`src/rtl/kp_pkg.sv`:
```
// Shared types and helpers for the 4x4 keypad scanner: FSM states, idle/reset
// constants, the key code map and the single-press pattern test.
package kp_pkg;

   typedef enum logic [1:0] {
      SCAN     = 2'd0,
      DEBOUNCE = 2'd1,
      HELD     = 2'd2,
      RELEASE  = 2'd3
   } kp_state_e;

   localparam logic [3:0] KPC_RESET = 4'b0111;
   localparam logic [3:0] KPR_IDLE  = 4'hF;

   // True when exactly one of the four active-low lines is pulled low.
   function automatic logic is_one_cold(input logic [3:0] v);
      logic [3:0] z;
      z = ~v;
      return (z != 4'd0) && ((z & (z - 4'd1)) == 4'd0);
   endfunction

   function automatic logic [3:0] key_map(input logic [3:0] kpr, input logic [3:0] kpc);
      logic [3:0] code;
      code = 4'h0;
      case ({kpr, kpc})
         8'b0111_1110: code = 4'hA;
         8'b0111_1101: code = 4'h3;
         8'b0111_1011: code = 4'h2;
         8'b0111_0111: code = 4'h1;
         8'b1011_1110: code = 4'hB;
         8'b1011_1101: code = 4'h6;
         8'b1011_1011: code = 4'h5;
         8'b1011_0111: code = 4'h4;
         8'b1101_1110: code = 4'hC;
         8'b1101_1101: code = 4'h9;
         8'b1101_1011: code = 4'h8;
         8'b1101_0111: code = 4'h7;
         8'b1110_1110: code = 4'hD;
         8'b1110_1101: code = 4'hF;
         8'b1110_1011: code = 4'h0;
         8'b1110_0111: code = 4'hE;
         default:      code = 4'h0;
      endcase
      return code;
   endfunction

endpackage

```
`src/rtl/kp_sync.sv`:
```
// Two-flop synchronizer for the raw keypad rows; resets to the idle
// (all-high) pattern so no phantom press is seen out of reset.
module kp_sync
   import kp_pkg::*;
(
   input  logic       clk,
   input  logic       reset,
   input  logic [3:0] d_i,
   output logic [3:0] q_o
);

   logic [3:0] meta_q;
   logic [3:0] sync_q;

   always_ff @(posedge clk or posedge reset) begin
      if (reset) begin
         meta_q <= KPR_IDLE;
         sync_q <= KPR_IDLE;
      end else begin
         meta_q <= d_i;
         sync_q <= meta_q;
      end
   end

   assign q_o = sync_q;

endmodule

```
`src/rtl/kp_scanner.sv`:
```
// Column scanner and press/release debouncer for a 4x4 active-low keypad.
// Emits one key_valid strobe with the key code per debounced press.
module kp_scanner
   import kp_pkg::*;
#(
   parameter int SCAN_DIV  = 50000,
   parameter int DB_CYCLES = 250000
) (
   input  logic       clk,
   input  logic       reset,
   input  logic [3:0] kpr,
   output logic [3:0] kpc,
   output logic       key_valid,
   output logic [3:0] key_num,
   output logic       key_down
);

   localparam int SCW = $clog2(SCAN_DIV) + 1;
   localparam int DBW = $clog2(DB_CYCLES) + 1;

   localparam logic [SCW-1:0] SCAN_LAST = SCW'(SCAN_DIV - 1);
   localparam logic [SCW-1:0] SETTLE    = SCW'(3);
   localparam logic [DBW-1:0] DB_LAST   = DBW'(DB_CYCLES - 1);
   localparam logic [DBW-1:0] DB_MAX    = DBW'(DB_CYCLES);

   logic [3:0]     kpr_s;

   kp_state_e      state_q, state_d;
   logic [SCW-1:0] scan_cnt_q, scan_cnt_d;
   logic [DBW-1:0] db_cnt_q, db_cnt_d;
   logic [3:0]     kpc_q, kpc_d;
   logic [3:0]     cap_kpr_q, cap_kpr_d;
   logic           key_valid_q, key_valid_d;
   logic [3:0]     key_num_q, key_num_d;
   logic           key_down_q, key_down_d;

   kp_sync u_sync (
      .clk   (clk),
      .reset (reset),
      .d_i   (kpr),
      .q_o   (kpr_s)
   );

   always_ff @(posedge clk or posedge reset) begin
      if (reset) begin
         state_q     <= SCAN;
         scan_cnt_q  <= '0;
         db_cnt_q    <= '0;
         kpc_q       <= KPC_RESET;
         cap_kpr_q   <= KPR_IDLE;
         key_valid_q <= 1'b0;
         key_num_q   <= 4'h0;
         key_down_q  <= 1'b0;
      end else begin
         state_q     <= state_d;
         scan_cnt_q  <= scan_cnt_d;
         db_cnt_q    <= db_cnt_d;
         kpc_q       <= kpc_d;
         cap_kpr_q   <= cap_kpr_d;
         key_valid_q <= key_valid_d;
         key_num_q   <= key_num_d;
         key_down_q  <= key_down_d;
      end
   end

   always_comb begin
      state_d     = state_q;
      scan_cnt_d  = scan_cnt_q;
      db_cnt_d    = db_cnt_q;
      kpc_d       = kpc_q;
      cap_kpr_d   = cap_kpr_q;
      key_valid_d = 1'b0;
      key_num_d   = key_num_q;
      key_down_d  = key_down_q;

      case (state_q)
         SCAN: begin
            // A press seen after the settle window wins over a column advance,
            // so the captured column is the one that produced the row hit.
            if ((scan_cnt_q >= SETTLE) && is_one_cold(kpr_s)) begin
               cap_kpr_d = kpr_s;
               db_cnt_d  = '0;
               state_d   = DEBOUNCE;
            end else if (scan_cnt_q >= SCAN_LAST) begin
               scan_cnt_d = '0;
               kpc_d      = {kpc_q[0], kpc_q[3:1]};
            end else begin
               scan_cnt_d = scan_cnt_q + 1'b1;
            end
         end

         DEBOUNCE: begin
            if (kpr_s != cap_kpr_q) begin
               scan_cnt_d = '0;
               state_d    = SCAN;
            end else if (db_cnt_q >= DB_LAST) begin
               db_cnt_d    = DB_MAX;
               key_valid_d = 1'b1;
               key_num_d   = key_map(cap_kpr_q, kpc_q);
               key_down_d  = 1'b1;
               state_d     = HELD;
            end else begin
               db_cnt_d = db_cnt_q + 1'b1;
            end
         end

         HELD: begin
            if (kpr_s == KPR_IDLE) begin
               db_cnt_d = '0;
               state_d  = RELEASE;
            end
         end

         RELEASE: begin
            if (kpr_s != KPR_IDLE) begin
               state_d = HELD;
            end else if (db_cnt_q >= DB_LAST) begin
               db_cnt_d   = DB_MAX;
               key_down_d = 1'b0;
               scan_cnt_d = '0;
               state_d    = SCAN;
            end else begin
               db_cnt_d = db_cnt_q + 1'b1;
            end
         end

         default: begin
            scan_cnt_d = '0;
            state_d    = SCAN;
         end
      endcase
   end

   always_comb begin
      kpc       = kpc_q;
      key_valid = key_valid_q;
      key_num   = key_num_q;
      key_down  = key_down_q;
   end

endmodule
```
`config.mk`:
```
export PLATFORM = sky130hd
export DESIGN_NAME = kp_scanner
export DESIGN_NICKNAME = d
export VERILOG_FILES = /design/src/rtl/kp_pkg.sv /design/src/rtl/kp_sync.sv /design/src/rtl/kp_scanner.sv
export SDC_FILE = /design/constraint.sdc
export NUM_CORES = 1
export LEC_CHECK = 0
export CAP_MARGIN = 20
export CORE_MARGIN = 4
export CORE_UTILIZATION = 50
export DETAILED_ROUTE_END_ITERATION = 16
export PLACE_DENSITY_LB_ADDON = 0.05
export SLEW_MARGIN = 20
export SYNTH_ARGS = -nofsm -noshare
export SYNTH_HDL_FRONTEND = slang
export SYNTH_SLANG_ARGS = --single-unit
```
`constraint.sdc`:
```
create_clock -name clk -period 3.96 [get_ports clk]
set_input_delay 0.792 -clock clk [delete_from_list [all_inputs] [get_ports clk]]
set_output_delay 0.792 -clock clk [all_outputs]
set_load 0.03 [all_outputs]
```
; ---- Word level (Yosys, flattened, before mapping)
; Cells that the tools add are included.
[word_totals]
regBits = 60
latchBits = 0
ramBits = 0
rom_bits = 0
out_inout_bits = 10
elab_cells = 93
mem_count = 0
[classes]
n_addsub = 3
mul = 0
n_div = 0
magnitude_cmp = 3
n_eq_ne = 31
shift = 0
n_mux = 28
bitwise_logic = 4
reduce_logical = 14
[ops]
columns = operator, count
row1 = $mux 19, 5
row2 = $eq 8x8->1 const B, 11
row3 = $mux 17, 5
row4 = $pmux 19 s4, 1
row5 = $pmux 4 s15, 1
row6 = $pmux 17 s3, 1
row7 = $eq 8x7->1 const B, 4
row8 = $add 19x1->19 const B, 1
row9 = $ge 19x18->1 const B, 1
row10 = $add 17x1->17 const B, 1
row11 = $ge 17x16->1 const B, 1
row12 = $ge 17x2->1 const B, 1
row13 = $ne 2x2->1 const B, 8
row14 = $mux 2, 6
row15 = $reduce_and 5->1, 2
row16 = $pmux 2 s4, 1
row17 = $reduce_and 4->1, 2
row18 = $mux 1, 7
row19 = $ne 3x3->1 const B, 2
row20 = $reduce_and 3->1, 2
row21 = $and 4x4->4, 1
row22 = $eq 2x2->1 const B, 2
row23 = $eq 4x4->1 const B, 1
row24 = $logic_not 4->1, 1
row25 = 13 further kinds, 15

; ---- Longest topological paths before layout
[depth]
word_depth = 8
mapped_depth = 9

; ---- Cells and area by module
; Synthesis repeated with hierarchy kept, for this count alone.
[unflattened]
cells_unflattened = 365
hier_area_um2 = 3425.8
[by_module_without_submodules]
columns = module, n_inst, cells_each, area_per_inst_um2, seq_area_each_um2
row1 = kp_scanner, 1, 356, 3211.8, 1310.0
row2 = kp_sync, 1, 9, 214.0, 210.2

; ---- Worst setup path after synthesis
; Ideal clock, no wire load.
[synth_timing]
kind = register -> register
from = reg cap_kpr_q[3]
to = reg key_down_q, in the netlist key_down
setup_ns = 0.129
arrival_ns = 2.264
required_ns = 3.831
slack_ns = 1.567
stages_incl_launch_ff = 10
path_buffers = 3
cell_sequence = dfstp_2 clkbuf_1 xnor2_1 nand3_1 or4_1 and3_1 buf_2 buf_2 o31ai_1 o21ai_1
[synth_between]
elab_chain_cells = 3
[synth_rtl]
columns = element, line_no
row1 = start: declaration, kp_scanner.sv:32  ; logic [3:0] cap_kpr_q, cap_kpr_d;
row2 = start signal: assignment, kp_scanner.sv:59  ; cap_kpr_q <= cap_kpr_d;
row3 = $ne 4x4->1, kp_scanner.sv:93  ; if (kpr_s != cap_kpr_q) begin
row4 = $ne 2x2->1 (no line), --
row5 = $reduce_and 5->1 (no line), --
row6 = end signal: assignment, kp_scanner.sv:62  ; key_down_q <= key_down_d;
row7 = end: declaration, kp_scanner.sv:35  ; logic key_down_q, key_down_d;
; Every way passes these cells.
; A chain may end at the register's enable or synchronous reset.

; ---- Final worst setup path
[layout_timing]
from = reg scan_cnt_q[11]
to = reg db_cnt_q[8]
[layout_between]
elab_chain_cells = 4
[layout_rtl]
columns = element, line_no
row1 = start: declaration, kp_scanner.sv:29  ; logic [SCW-1:0] scan_cnt_q, scan_cnt_d;
row2 = start signal: assignment, kp_scanner.sv:56  ; scan_cnt_q <= scan_cnt_d;
row3 = $ge 17x2->1, kp_scanner.sv:80  ; if ((scan_cnt_q >= SETTLE) && is_one_cold(kpr_s)) begin
row4 = $logic_and 1x1->1, kp_scanner.sv:80
row5 = $ne 2x2->1 (no line), --
row6 = $reduce_and 4->1 (no line), --
row7 = end signal: assignment, kp_scanner.sv:57  ; db_cnt_q <= db_cnt_d;
row8 = end: declaration, kp_scanner.sv:30  ; logic [DBW-1:0] db_cnt_q, db_cnt_d;
; Every way passes these cells.

==> flow_metrics.env <==
export IMPL_outcome="finished, final reports clean"
export IMPL_pwr_share_clk_pct=31.6
export IMPL_nFillCells=616
export IMPL_cts_tree="built"
export IMPL_synth_seq_cells=60
export IMPL_met3_usage_pct=3.28
export IMPL_synth_yosys_seq_area_share_pct=43.5
export IMPL_min_path_cells=0
export IMPL_dp_cells=462
export IMPL_critical_path_class="reg2reg"
export IMPL_postCtsSetupRepairBufs=0
export IMPL_vias=2938
export IMPL_routed_via_density=6.15
export IMPL_maxCapViolations=0
export IMPL_use_met2_pct=29.9
export IMPL_yosys_warnings=0
export IMPL_sw_frac_of_total_pct=33.7
export IMPL_cp_slowest_stage_delay_ps=820
export IMPL_rsz0062_at_grt="false"
export IMPL_wirelength_microns=7880
export IMPL_io_buffers=15
export IMPL_cts_sinks=60
export IMPL_postPlaceCellArea_sq_um=3680
export IMPL_avgSynthCellArea_sq_um=9.45
export IMPL_finalNetCount=385
export IMPL_top_usage_layer="met2"
export IMPL_critPathMaxFanout=25
export IMPL_gp_congestion=0.855
export IMPL_ant_nets=0
export IMPL_antenna_found_initial=0
export IMPL_switchingPower_uw=602
export IMPL_htree_levels=3
export IMPL_ios=16
export IMPL_synth_top_area_share_pct=32.2
export IMPL_critPathArrivalTime_ps=3270
export IMPL_ir_worst_vdd_mv=0.312
export IMPL_tns_ps=0
export IMPL_finalCriticalPeriod_ps=3040
export IMPL_relSlewSlack_pct=41.4
export IMPL_p_int_mw=1.18
export IMPL_final_common_cell="dfrtp_1"
export IMPL_reg2reg_to="db_cnt_q[8]$_DFFE_PP0P_"
export IMPL_critical_path_slowest_cell="and3_1"
export IMPL_critical_path_depth=6
export IMPL_drtIter0Drc=185
export IMPL_cp_data_required_time_ps=4190
export IMPL_synth_top_area_cell="dfrtp_1"
export IMPL_grt_pass1_wl_microns=13400
export IMPL_synthTopCellsByArea="dfrtp_1, dfstp_2, mux2_2, a22o_1, nand3_1"
export IMPL_drcViolationCount=0
export IMPL_clk_latency_ps=340
export IMPL_start_util_pct=51.5
export IMPL_cpLargestDelayFamily="simple AND/OR/NAND/NOR gates"
export IMPL_syn_area_sq_um=3500
export IMPL_dieWidth_microns=91.6
export IMPL_power_density_nw_per_um2=460
export IMPL_start_kind="register"
export IMPL_synth_edff_count=0
export IMPL_holdPathEnd="u_sync.q_o[1]$_DFF_PP1_"
export IMPL_ctsResizeCount=0
export IMPL_synth_ff_type="dfrtp_1"
export IMPL_hold_violations=0
export IMPL_syn_to_final_growth_pct=11.0
export IMPL_r2r_start="scan_cnt_q[11]$_DFFE_PP0P_"
export IMPL_post_route_period_util_pct=76.7
export IMPL_crit_buf_inv=0
export IMPL_rows=30
export IMPL_post_drt_wl_per_cell_microns=16.5
export IMPL_die_h_microns=91.6
export IMPL_hold_path_class="reg2reg"
export IMPL_n_antenna_cell=0
export IMPL_async_flop_share_pct=100
export IMPL_cts_max_path_buffers=2
export IMPL_die_area_sq_um=8390
export IMPL_overflow=0
export IMPL_hold_start="u_sync.meta_q[1]$_DFF_PP1_"
export IMPL_place_ws_ps=933
export IMPL_netlist_instances=370
export IMPL_crit_chain="or4_1 > nand4b_1 > o211ai_2 > and3_1 > nor2_1 > a22o_1"
export IMPL_fmax_mhz=329
export IMPL_fin_ws_ps=923
export IMPL_hold_buffers=0
export IMPL_grt_use_total_pct=19.7
export IMPL_coreArea_sq_um=6790
export IMPL_grt_max_degree=61
export IMPL_path_clk_slew_ps=70
export IMPL_cts_root_buffer="clkbuf_8"
export IMPL_drive_gt1_share_pct=16.0
export IMPL_use_met1_pct=27.8
export IMPL_grt_pass1_vias=2709
export IMPL_cts_buffers=9
export IMPL_cp_end_kind="register"
export IMPL_final_cells=478
export IMPL_reg2reg_depth=6
export IMPL_report_final_slew_viol_count=0
export IMPL_reg2reg_slack_ps=920
export IMPL_seq_power_share_pct=45.6
export IMPL_final_cell_area_sq_um=3880
export IMPL_synth_cell_type_count=60
export IMPL_setup_viol=0
export IMPL_drtPass1Iterations=4
export IMPL_p_comb_share_pct=22.8
export IMPL_syn_num_nets=378
export IMPL_fin_util_pct=57.1
export IMPL_fin_skew_ps=13.0
export IMPL_tightest_slew_ps=879
export IMPL_final_cell_mix="dfrtp_1, nand2_1, nand3_1, nor2_1, a21oi_1"
export IMPL_dp_hpwl_microns=5110
export IMPL_power_leakage_nw=1.55
[final cells by class]
| type | count | area, sq um | area share (%) |
|---|---|---|---|
| timing repair buffer | 17 | 165 | 4.26 |
| clock buffer | 14 | 163 | 4.19 |
| multi-input combinational | 278 | 1840 | 47.3 |
| tap | 96 | 120 | 3.10 |
| inverter | 11 | 41.3 | 1.06 |
| sequential | 60 | 1520 | 39.2 |
| clock inverter | 2 | 35.0 | 0.903 |
[power by group through the flow]
stage | sequential [mW] | clock, mW | combinational, mW
5_1_grt | 0.828 | 0.606 | 0.459
3_3_place_gp | 0.819 | 0 | 0.404
6_report | 0.813 | 0.564 | 0.407
4_1_cts | 0.810 | 0.577 | 0.411
2_1_floorplan | 0.740 | 0 | 0.403
3_5_place_dp | 0.821 | 0 | 0.409
[how the worst max path moves through the flow]
stage	to	startpoint
3_5_place_dp	db_cnt_q[8]$_DFFE_PP0P_	scan_cnt_q[11]$_DFFE_PP0P_
2_1_floorplan	key_down$_DFFE_PP0P_	cap_kpr_q[3]$_DFFE_PP1P_
6_report	db_cnt_q[8]$_DFFE_PP0P_	scan_cnt_q[11]$_DFFE_PP0P_
4_1_cts	db_cnt_q[8]$_DFFE_PP0P_	scan_cnt_q[11]$_DFFE_PP0P_
5_1_grt	db_cnt_q[11]$_DFFE_PP0P_	scan_cnt_q[11]$_DFFE_PP0P_
3_3_place_gp	db_cnt_q[8]$_DFFE_PP0P_	scan_cnt_q[11]$_DFFE_PP0P_
[synthesized netlist by cell type, types with 9 or more instances]
| library cell | number |
|---|---|
| o21ai_0 | 15 |
| nand4_1 | 14 |
| nor2_1 | 23 |
| a21oi_1 | 20 |
| nand3_1 | 23 |
| a211o_1 | 9 |
| inv_1 | 11 |
| mux2_2 | 13 |
| dfstp_2 | 15 |
| dfrtp_1 | 45 |
| nor3_1 | 12 |
| a22o_1 | 14 |
| nand2_1 | 27 |
| buf_2 | 10 |
[kinds of logic after synthesis]
logic type,after synthesis,share of synthesized area [%]
fa+ha+maj,2,0.716
buf+inv,32,4.01
compound gates,107,22.9
simple gates,146,22.2
flops,60,43.5
mux,13,4.19
xor+xnor,10,2.51
[metal layers]
metal,vias to the layer above,wire length (microns)
li1,1430,-
met1,1448,3890
met2,50,3620
met3,10,245
met4,0,118
met5,-,0
[per-stage QoR]
step / hold slack [ps] / power (mW)
2_1_floorplan: 345 / 1.14
3_3_place_gp: 346 / 1.22
3_5_place_dp: 347 / 1.23
4_1_cts: 356 / 1.80
5_1_grt: 361 / 1.89
6_report: 351 / 1.78
[state kept, by name, summed over array words and instances, names as in the netlist]
| register | cells |
|---|---|
| db_cnt_q | 19 |
| scan_cnt_q | 17 |
| cap_kpr_q | 4 |
| key_num | 4 |
| kpc | 4 |
| u_sync.meta_q | 4 |
| u_sync.q_o | 4 |
| state_q | 2 |
| key_down | 1 |
| key_valid | 1 |
Power figures use the tool's default switching activity.
